[config.mk]
export PLATFORM = sky130hd
export DESIGN_NAME = regfile_scoreboard
export DESIGN_NICKNAME = d
export VERILOG_FILES = /design/src/rtl/regfile_scoreboard.sv
export SDC_FILE = /design/constraint.sdc
export NUM_CORES = 2
export LEC_CHECK = 0
export ABC_AREA = 0
export CORE_MARGIN = 5
export CORE_UTILIZATION = 65
export CTS_BUF_LIST = sky130_fd_sc_hd__clkbuf_4 sky130_fd_sc_hd__clkbuf_8
export DETAILED_ROUTE_END_ITERATION = 6
export HOLD_SLACK_MARGIN = 0.08
export PLACE_DENSITY = 0.88
export SYNTH_ARGS = -nofsm -noshare
export SYNTH_HDL_FRONTEND = slang
export SYNTH_SLANG_ARGS = --single-unit
export TNS_END_PERCENT = 20
[constraint.sdc]
create_clock -name clk -period 103.3 [get_ports clk]
set_input_delay 20.66 -clock clk [delete_from_list [all_inputs] [get_ports clk]]
set_output_delay 20.66 -clock clk [all_outputs]
set_load 0.03 [all_outputs]
[src/rtl/regfile_scoreboard.sv]
// Multi-read-port integer register file with a per-register pending-write scoreboard.
// Decode reserves a destination; writeback fills it and clears the reservation.
module regfile_scoreboard #(
  parameter int DEPTH    = 32,
  parameter int BITS     = 64,
  parameter int NREAD    = 2,
  parameter int ZERO_REG = 1,
  parameter int BYPASS   = 1,
  localparam int AW      = (DEPTH > 1) ? $clog2(DEPTH) : 1
) (
  input  logic                  clk,
  input  logic                  rst,
  input  logic [NREAD*AW-1:0]   raddr,
  output logic [NREAD*BITS-1:0] rdata,
  output logic [NREAD-1:0]      rbusy,
  input  logic                  wen,
  input  logic [AW-1:0]         waddr,
  input  logic [BITS-1:0]       wdata,
  input  logic                  rsv_en,
  input  logic [AW-1:0]         rsv_addr,
  output logic                  rsv_ok,
  output logic [DEPTH-1:0]      busy_vec
);

  logic [BITS-1:0]  regs [DEPTH];
  logic [DEPTH-1:0] busy;

  // Addresses that never touch storage: beyond DEPTH, or the hardwired zero register.
  function automatic logic masked(input logic [AW-1:0] a);
    return (32'(a) >= DEPTH) || ((ZERO_REG != 0) && (a == '0));
  endfunction

  logic wr_hit;
  logic rsv_take;

  assign wr_hit   = wen && !masked(waddr);
  assign rsv_ok   = !rsv_en || masked(rsv_addr) || !busy[rsv_addr] ||
                    (wen && (waddr == rsv_addr));
  assign rsv_take = rsv_en && rsv_ok && !masked(rsv_addr);
  assign busy_vec = busy;

  // Reservation is applied after the write so a same-register write+reserve leaves busy set.
  always_ff @(posedge clk or posedge rst) begin
    if (rst) begin
      busy <= '0;
      for (int i = 0; i < DEPTH; i++) regs[i] <= '0;
    end else begin
      if (wr_hit) begin
        regs[waddr] <= wdata;
        busy[waddr] <= 1'b0;
      end
      if (rsv_take) busy[rsv_addr] <= 1'b1;
    end
  end

  for (genvar k = 0; k < NREAD; k++) begin : g_rd
    logic [AW-1:0]   a;
    logic [BITS-1:0] d;
    logic            b;

    assign a = raddr[k*AW +: AW];

    always_comb begin
      d = '0;
      b = 1'b0;
      if (!masked(a)) begin
        // Bypass is held off during reset so reads stay 0 while rst is high.
        if ((BYPASS != 0) && wr_hit && !rst && (waddr == a)) begin
          d = wdata;
        end else begin
          d = regs[a];
          b = busy[a];
        end
      end
    end

    assign rdata[k*BITS +: BITS] = d;
    assign rbusy[k]              = b;
  end

endmodule

==> impl_metrics.tcl <==
set metrics [dict create \
    required_ns 82.64 \
    synth_edf_count 0 \
    min_from "regs[2040]" \
    clock_skew_ns 0.01983 \
    cp_common_cell "buf_4" \
    maxSlewHeadroom_pct 4.534 \
    dr_wl_met2_mm 162.0 \
    first_iter_violations 11810 \
    root_buffer "clkbuf_8" \
    post-dp-hpwl_mm 193.4 \
    hold_class "reg -> reg" \
    coreArea_mm2 0.1719 \
    clock_power_share_pct 32.2 \
    critPathCaptureType "primary output" \
    std_cell_rows 152 \
    gp_congestion 0.8908 \
    path_cells "buf_8 > buf_4 > buf_4 > buf_4 > buf_12 > mux2i_1 > a221oi_1 > o21ai_0 > a21oi_1 > nor3_1 > nor3_1 > clkdlybuf4s50_1" \
    die_h_um 426.2 \
    drv_cap 0 \
    postCtsSetupBuffers 0 \
    hold_buffers 0 \
    grt_pass1_vias 83720 \
    max_stage_delay_ns 0.87 \
    syn_area_mm2 0.1126 \
    synth_common_cells "dfrtp_1, mux2_2, mux4_2, mux2i_1, clkbuf_1" \
    ctsResizeCount 0 \
    clock_latency_ns 1.05 \
    top_layer "met5" \
    yosysTopAreaCell "dfrtp_1" \
    met3_length_mm 47.04 \
    grt_max_degree 183 \
    syn_avg_cell_area_um2 14.16 \
    met1_length_mm 122.0 \
    synth.area.top_cells "dfrtp_1, mux2_2, mux4_2, mux2i_1, a221oi_1" \
    firstDrtPassIters 6 \
    post-place-ws_ns 55.60 \
    cts.reportedPaths.clkPinSlew_ns 0.06 \
    final_hold_viol_count 0 \
    critical_path.max_fanout 114 \
    grt_pass1_wl_mm 541.0 \
    final_max_slew_viol_count 0 \
    die_w_um 426.2 \
    worst_slack_ns 55.68 \
    wl_per_cell_um 35.05 \
    peakVddDrop_mv 0.01741 \
    grt_antenna_before_repair 23 \
    start_kind "input port" \
    synth_seq_cells 2080 \
    viasPerCell 7.777 \
    tns_ns 0 \
    power_density_mw_per_mm2 19.52 \
    regToRegStartpoint "busy_vec[28]" \
    ys_types 67 \
    critical_path.slowest_cell "buf_4" \
    ant_nets 0 \
    r2r_slack_ns 101.11 \
    synth_top_area_share_pct 46.22 \
    drc 0 \
    whs_endpoint "regs[2040]" \
    cts_buffer_depth 4 \
    p_comb_share_pct 22.0 \
    rr_worst_depth 6 \
    htreeDepth 5 \
    area_growth_pct 8.853 \
    synth_seq_area_share_pct 46.22 \
    crit_buf_inv 6 \
    fp.dieArea_mm2 0.1817 \
    port_buffers 250 \
    wl_mm 363.1 \
    p_sw_mw 0.7024 \
    cts_buffers 344 \
    status "completed" \
    grt_usage_pct 39.96 \
    final.period_utilization_pct 46.10 \
    crit_family "buffers and inverters" \
    worstSetupPathType "in -> out" \
    hold-path-cell-count 0 \
    clock.fmax_mhz 21.00 \
    synthArstFlopShare_pct 100.0 \
    clkSinkCount 2080 \
    finalSetupViolations 0 \
    r2r_end "busy_vec[12]" \
    final_layout_size_suffix_gt1_share_pct 44.22 \
    p_int_mw 1.691 \
    p_leak_nw 53.85 \
    yosys_warnings 0 \
    synth_ff_type "dfrtp_1" \
    yosysMostFrequentCell "dfrtp_1" \
    grt_remaining_overflow 0 \
    rsz0062_at_grt "false" \
    cp.arrival_ns 26.96 \
    worst_slew_pin_slew_ns 1.429 \
    fin_crit_ns 47.62 \
    io_pins 251 \
    nets 7874 \
    cts_tree "yes" \
    synth_nets 8041 \
    via_count 80570 \
    initial_core_util_pct 65.51 \
    seq_power_share_pct 45.8 \
    syn-instance-count 7953 \
    p_sw_share_pct 29.35 \
]
## kinds of logic after synthesis
logic type	count (synthesis)	share of synthesized area, %
mux	3363	40.78
flops	2080	46.22
compound gates	1007	6.637
buf+inv	941	3.901
simple gates	547	2.348
xor+xnor	15	0.1167
## through the flow
step	utilization [%]	hold WS [ns]	instance area [µm²]	power [mW]	cells
finish	71.31	0.3994	122600	2.393	10360
global route	71.28	0.4109	122600	2.475	10350
global placement	67.09	0.3764	115300	1.577	9750
CTS	71.27	0.3976	122500	2.379	10330
floorplan	-	0.4413	112600	1.467	7953
detailed placement	67.09	0.3823	115300	1.617	9750
## cell type report
class | count | area (µm²)
fillers | 10630 | 49330
inverters | 14 | 75.07
clock inverters | 53 | 514.2
flip-flops and latches | 2080 | 52050
multi-input cells | 4932 | 56460
well taps | 2310 | 2890
repair buffers | 414 | 3872
diodes | 27 | 67.56
clock buffers | 530 | 6663
## flip-flops by register name, indices dropped and copies added, names as in the netlist
signal and cells:
regs 2048, busy_vec 32
## worst reg2reg max path: cells and delay by family, from the launching register on
family,cells,cell delay (ns)
AO/OA/AOI/OAI,4,1.00
flip-flops,1,0.46
multiplexers,1,0.50
AND/OR/NAND/NOR,1,0.15
## metal layers
| metal | global-route usage (%) | vias to the layer above |
|---|---|---|
| li1 | - | 30450 |
| met1 | 49.81 | 41260 |
| met2 | 58.96 | 6852 |
| met3 | 12.37 | 1999 |
| met4 | 30.22 | 6 |
| met5 | 0 | - |
## worst max path at each step
stage                   from          to  slack [ns]  cells past startpoint
floorplan                rst   rdata[74]       11.63                      7
global placement    raddr[5]  rdata[105]       55.63                     12
detailed placement  raddr[5]  rdata[105]       55.60                     12
CTS                 raddr[5]  rdata[105]       55.60                     12
global route        raddr[5]  rdata[105]       55.25                     12
finish              raddr[5]  rdata[105]       55.68                     12
## power groups by stage
stage | logic (mW) | clock network (mW) | registers (mW)
CTS | 0.521 | 0.771 | 1.09
finish | 0.527 | 0.771 | 1.10
global route | 0.559 | 0.808 | 1.11
floorplan | 0.396 | 0 | 1.07
global placement | 0.496 | 0 | 1.08
detailed placement | 0.517 | 0 | 1.10
## layout by cell type (no fill, tap or decap), drive strengths merged, types with 57 or more instances in the layout
| master | instances |
|---|---|
| o21ai | 215 |
| or2 | 58 |
| mux4 | 791 |
| clkbuf | 531 |
| o311ai | 57 |
| nand2 | 291 |
| mux2 | 1893 |
| buf | 173 |
| a221oi | 284 |
| a21oi | 96 |
| a22oi | 95 |
| mux2i | 679 |
| nor3b | 59 |
| clkdlybuf4s50 | 240 |
| dfrtp | 2080 |
Note: power is estimated with default switching activity, not from simulation.
